### config.mk
export PLATFORM = sky130hd
export DESIGN_NAME = pio_bank
export DESIGN_NICKNAME = d
export VERILOG_FILES = /design/src/rtl/pio_pkg.sv /design/src/rtl/pio_out_chan.sv /design/src/rtl/pio_bank.sv
export SDC_FILE = /design/constraint.sdc
export NUM_CORES = 1
export LEC_CHECK = 0
export ABC_AREA = 0
export ABC_CLOCK_PERIOD_IN_PS = 2460
export CAP_MARGIN = 30
export CORE_MARGIN = 2
export CORE_UTILIZATION = 40
export DETAILED_ROUTE_END_ITERATION = 6
export HOLD_SLACK_MARGIN = 0.02
export PLACE_DENSITY_LB_ADDON = 0.1
export SLEW_MARGIN = 20
export SYNTH_ARGS = -nofsm -noshare
export SYNTH_HDL_FRONTEND = slang
export SYNTH_SLANG_ARGS = --single-unit
### constraint.sdc
create_clock -name clk -period 2.46 [get_ports clk]
set_clock_uncertainty 0.15 [all_clocks]
set_input_delay 0.369 -clock clk [delete_from_list [all_inputs] [get_ports clk]]
set_output_delay 0.369 -clock clk [all_outputs]
set_load 0.03 [all_outputs]
### src/rtl/pio_pkg.sv
// Shared types and register-map helpers for the parallel I/O bank.
package pio_pkg;

  typedef enum logic [1:0] {
    MODE_STATIC   = 2'b00,
    MODE_ROL      = 2'b01,
    MODE_ROR      = 2'b10,
    MODE_PINGPONG = 2'b11
  } pio_mode_e;

  localparam logic [7:0] DEFAULT_BASE = 8'hE0;

  function automatic int unsigned out_data_off(int unsigned k);
    return 2 * k;
  endfunction

  function automatic int unsigned out_mode_off(int unsigned k);
    return 2 * k + 1;
  endfunction

  function automatic int unsigned in_val_off(int unsigned n_out, int unsigned k);
    return 2 * n_out + k;
  endfunction

  function automatic int unsigned in_edge_off(int unsigned n_out, int unsigned n_in,
                                              int unsigned k);
    return 2 * n_out + n_in + k;
  endfunction

  function automatic int unsigned win_size(int unsigned n_out, int unsigned n_in);
    return 2 * n_out + 2 * n_in;
  endfunction

endpackage

### src/rtl/pio_out_chan.sv
// One animated output channel: pattern register plus mode and ping-pong direction.
module pio_out_chan
  import pio_pkg::*;
#(
  parameter int unsigned DATA_W = 8
) (
  input  logic              clk_i,
  input  logic              rst_i,
  input  logic              tick_i,
  input  logic              load_data_i,
  input  logic              load_mode_i,
  input  logic [DATA_W-1:0] wdata_i,
  output logic [DATA_W-1:0] pattern_o,
  output logic [1:0]        mode_o
);

  logic [DATA_W-1:0] pattern_q, pattern_d;
  pio_mode_e         mode_q, mode_d;
  logic              dir_q, dir_d;  // 0 = moving left, 1 = moving right

  always_comb begin
    pattern_d = pattern_q;
    mode_d    = mode_q;
    dir_d     = dir_q;
    if (load_data_i) begin
      pattern_d = wdata_i;
      dir_d     = 1'b0;
    end else if (load_mode_i) begin
      mode_d = pio_mode_e'(wdata_i[1:0]);
      dir_d  = 1'b0;
    end else if (tick_i) begin
      case (mode_q)
        MODE_ROL: pattern_d = {pattern_q[DATA_W-2:0], pattern_q[DATA_W-1]};
        MODE_ROR: pattern_d = {pattern_q[0], pattern_q[DATA_W-1:1]};
        MODE_PINGPONG: begin
          // Blocked at the leading end: reverse; if blocked at both ends, just hold.
          if (!dir_q) begin
            if (!pattern_q[DATA_W-1]) begin
              pattern_d = pattern_q << 1;
            end else begin
              dir_d = 1'b1;
              if (!pattern_q[0]) pattern_d = pattern_q >> 1;
            end
          end else begin
            if (!pattern_q[0]) begin
              pattern_d = pattern_q >> 1;
            end else begin
              dir_d = 1'b0;
              if (!pattern_q[DATA_W-1]) pattern_d = pattern_q << 1;
            end
          end
        end
        default: pattern_d = pattern_q;
      endcase
    end
  end

  always_ff @(posedge clk_i) begin
    if (rst_i) begin
      pattern_q <= '0;
      mode_q    <= MODE_STATIC;
      dir_q     <= 1'b0;
    end else begin
      pattern_q <= pattern_d;
      mode_q    <= mode_d;
      dir_q     <= dir_d;
    end
  end

  assign pattern_o = pattern_q;
  assign mode_o    = mode_q;

endmodule

### src/rtl/pio_bank.sv
// Memory-mapped bank of animated output channels and edge-capturing input channels.
module pio_bank
  import pio_pkg::*;
#(
  parameter int unsigned        DATA_W = 8,
  parameter int unsigned        ADDR_W = 8,
  parameter int unsigned        N_OUT  = 2,
  parameter int unsigned        N_IN   = 2,
  parameter logic [ADDR_W-1:0]  BASE   = ADDR_W'(DEFAULT_BASE),
  parameter int unsigned        TICK_W = 4
) (
  input  logic                    clk,
  input  logic                    rst,
  input  logic [ADDR_W-1:0]       addr,
  input  logic [DATA_W-1:0]       wdata,
  input  logic                    we,
  input  logic [DATA_W-1:0]       mem_rdata,
  output logic [DATA_W-1:0]       rdata,
  output logic                    hit,
  input  logic [N_IN*DATA_W-1:0]  pin_in,
  output logic [N_OUT*DATA_W-1:0] pin_out
);

  localparam int unsigned WIN = win_size(N_OUT, N_IN);
  localparam int unsigned INW = N_IN * DATA_W;

  logic [ADDR_W-1:0] off;
  logic              wr;
  logic              tick;
  logic [TICK_W-1:0] presc_q, presc_d;
  logic [1:0]        out_mode [N_OUT];
  logic [INW-1:0]    sync1_q, sync2_q, sync3_q;
  logic [INW-1:0]    edge_q, edge_d, clr;

  // Extra bit keeps the upper bound from wrapping when the window ends at the top.
  assign hit = ({1'b0, addr} >= {1'b0, BASE}) &&
               ({1'b0, addr} < ({1'b0, BASE} + (ADDR_W+1)'(WIN)));
  assign off = addr - BASE;
  assign wr  = we & hit;

  assign tick    = &presc_q;
  assign presc_d = presc_q + TICK_W'(1);

  for (genvar k = 0; k < N_OUT; k++) begin : g_out
    logic ld_data, ld_mode;
    assign ld_data = wr && (off == ADDR_W'(out_data_off(k)));
    assign ld_mode = wr && (off == ADDR_W'(out_mode_off(k)));

    pio_out_chan #(
      .DATA_W(DATA_W)
    ) u_chan (
      .clk_i      (clk),
      .rst_i      (rst),
      .tick_i     (tick),
      .load_data_i(ld_data),
      .load_mode_i(ld_mode),
      .wdata_i    (wdata),
      .pattern_o  (pin_out[k*DATA_W +: DATA_W]),
      .mode_o     (out_mode[k])
    );
  end

  always_comb begin
    clr = '0;
    for (int unsigned k = 0; k < N_IN; k++) begin
      if (wr && (off == ADDR_W'(in_edge_off(N_OUT, N_IN, k)))) clr[k*DATA_W +: DATA_W] = wdata;
    end
    // A fresh edge overrides a clear landing in the same cycle.
    edge_d = (edge_q & ~clr) | (sync2_q & ~sync3_q);
  end

  always_ff @(posedge clk) begin
    if (rst) begin
      presc_q <= '0;
      sync1_q <= '0;
      sync2_q <= '0;
      sync3_q <= '0;
      edge_q  <= '0;
    end else begin
      presc_q <= presc_d;
      sync1_q <= pin_in;
      sync2_q <= sync1_q;
      sync3_q <= sync2_q;
      edge_q  <= edge_d;
    end
  end

  always_comb begin
    rdata = mem_rdata;
    if (hit) begin
      rdata = '0;
      for (int unsigned k = 0; k < N_OUT; k++) begin
        if (off == ADDR_W'(out_data_off(k))) rdata = pin_out[k*DATA_W +: DATA_W];
        if (off == ADDR_W'(out_mode_off(k))) rdata = DATA_W'(out_mode[k]);
      end
      for (int unsigned k = 0; k < N_IN; k++) begin
        if (off == ADDR_W'(in_val_off(N_OUT, k))) rdata = sync2_q[k*DATA_W +: DATA_W];
        if (off == ADDR_W'(in_edge_off(N_OUT, N_IN, k))) rdata = edge_q[k*DATA_W +: DATA_W];
      end
    end
  end

endmodule

==> flow_summary.yaml <==
run_status:
  status: "finished with violations"
  violations: "negative setup slack"
sta:
  fin_crit_sh: 1.11
  finalSetupViolations: 17
  slew_headroom: 0.532
  period_needed_ns: 2.72
  slew_viol_final: 0
  max_clock_freq_ghz: 0.368
  rsz0062_at_grt: "yes"
  whs_ns: 0.104
  setup_slack_ns: -0.261
  worst_slew_pin_slew_ns: 0.702
  hold_viol: 0
yosys:
  synth_edf_count: 0
  synth_nets: 517
  ys_ff_latch: 90
  synth_cells: 468
  netlist_area_mm2: 0.00417
  synthDistinctLibCells: 53
  synthArstFlopShare: 0
  ys_seq_area_frac: 0.433
  ys.flop_type: "dfxtp_1"
  ys_warn_count: 0
  syn_area_per_cell_um2: 8.90
grt:
  grt_max_degree: 80
  gr-total-overflow: 0
  grt_usage: 0.203
  first_global_vias: 3558
  antenna_found_initial: 0
  grt_pass1_wl_um: 18000
cts:
  cts_tree: "built"
  insertion_delay_ns: 0.37
  cts_root_buf: "clkbuf_8"
  hold_buffers: 0
  clk_pin_slew_ns: 0.10
  cts_buffers: 9
  clock_path_buffers: 2
  cts.sinks: 90
  cts_max_level: 3
routing:
  num_vias: 3704
  drtIter0Drc: 256
  viasPerCell: 5.19
  wire_per_inst_um: 15.5
  dr.pass1.iters: 4
  wl_um: 11000
  ant_nets: 0
  drc: 0
floorplan:
  die_h_um: 106
  num_rows: 37
  die_x_um: 106
  fp.coreArea_mm2: 0.0102
  ios: 68
  initial_core_util: 0.407
  die_area_mm2: 0.0112
min_path:
  hold-path-cell-count: 2
  hold_path_class: "input port to flip-flop"
critical_path:
  slowest_stage: "a2111o_1"
  cp.buffers_inverters: 3
  slowest_delay_ns: 0.49
  crit_chain: "buf_8 -> ha_4 -> or4b_1 -> a2111o_1 -> buf_12 -> o41ai_4 -> buf_6"
  r2r_cells: 7
  cp-start-kind: "input port"
  cp-end-kind: "primary output"
  critPathTopFamily: "compound AO/OA/AOI/OAI gates"
  cp.required_ns: 1.94
  cp.depth: 7
  crit_fanout: 7
  worstSetupPathType: "input port to primary output"
  crit_arrival_ns: 2.20
placed_design:
  dpl_worst_slack_ns: -0.769
  numPlacedInstances: 688
  place_congestion: 0.922
  io_buffer_count: 67
  post-dp-hpwl_um: 7690
final_layout:
  layout-drive-gt1-share: 0.237
  area_growth_pct: 39.1
  nets: 622
  fin_util: 0.566
  instances_no_fill: 714
  final_cell_mix: "dfxtp_1 (90), nor2b_1 (51), clkdlybuf4s50_1 (50), buf_4 (50), nand2_1 (39)"
  nFillCells: 918
  final_common_cell: "dfxtp_1"
  regArea_mm2: 0.00180
  multiInputGateArea_mm2: 0.00238
  antenna_cells: 0
run:
  maxCapViolCount: 0
pwr:
  p_leak_nw: 2.26
  powerDensity_mw_per_mm2: 501
  ir_drop_v: 0.000326
==> metal layers <==
metal,vias up,track usage,part of all wire
li1,1846,-,-
met1,1737,0.260,0.44
met2,105,0.343,0.48
met3,16,0.0441,0.057
met4,0,0.0592,0.015
met5,-,0,0
==> metrics by stage <==
step | setup TNS (ns) | cell area (um2) | total power, mW
2_1_floorplan | -3.65 | 4370 | 1.73
3_3_place_gp | -28.10 | 5370 | 1.89
3_5_place_dp | -28.82 | 5380 | 1.90
4_1_cts | -2.06 | 5720 | 2.94
5_1_grt | -3.04 | 5790 | 3.04
6_report | -2.21 | 5790 | 2.90
==> state kept, by name, summed over array words and instances (netlist names) <==
name and count:
g_out.u_chan.pattern_o 16, g_out.u_chan.mode_o 4, edge_q 16, sync1_q 16
sync3_q 16, g_out.u_chan.dir_q 2, presc_q 4, sync2_q 16
==> final timing paths <==
check                                  to  slack (ns)                 startpoint
max                              rdata[4]       -0.26                    addr[6]
min                           sync3_q[11]        0.10                        rst
max reg2reg  g_out[1].u_chan.pattern_o[1]        0.33  g_out[1].u_chan.mode_o[0]
min reg2reg                   sync2_q[10]        0.29                sync1_q[10]
==> power breakdown <==
group          internal (mW)  leakage (nW)  switching (mW)
clock network          0.406         0.103           0.614
logic                  0.188          1.42           0.166
registers               1.51         0.736          0.0236
total                   2.10          2.26           0.803
==> Yosys cell counts (all sizes together), types with 3 or more instances <==
cell | n | area [um2]
a22o | 3 | 26.3
or4b | 3 | 30.0
o22ai | 3 | 18.8
o21bai | 3 | 22.5
nor2 | 33 | 124
o211ai | 7 | 52.6
a221o | 5 | 50.1
nand3 | 7 | 35.0
mux4 | 8 | 180
o21ai | 48 | 263
nor2b | 51 | 319
nand2b | 23 | 144
ha | 6 | 75.1
nor4 | 4 | 52.6
and3 | 4 | 25.0
nand2 | 41 | 154
o31ai | 6 | 45.0
o41ai | 7 | 61.3
clkbuf | 23 | 86.3
buf | 7 | 51.3
a22oi | 3 | 22.5
a21oi | 28 | 144
mux2i | 6 | 60.1
or4 | 4 | 37.5
inv | 20 | 75.1
dfxtp | 90 | 1800
==> kinds of logic after synthesis <==
family                     Yosys count  synth area share
DFF                                 90             0.433
buffers and inverters               50            0.0511
adders and majority gates            6            0.0180
AOI/OAI and AO/OA                  123             0.191
and+or+nand+nor                    180             0.238
muxes                               16            0.0631
xor gates and xnor gates             3           0.00631
==> repair_timing <==
action                                  CTS  global route
gates cloned                              1             0
pin swaps                                17             8
endpoints found under the setup margin   46            19
buffers inserted                          7             3
gates resized for setup                  44            14
==> area by class of cell <==
type / instances / share of cell area
clock inverters: 7 / 0.0140
inverters: 20 / 0.0130
well taps: 136 / 0.0294
multi-input cells: 328 / 0.410
flip-flops and latches: 90 / 0.311
repair buffers: 124 / 0.201
clock buffers: 9 / 0.0214
Note: power is estimated with default switching activity, not from simulation.
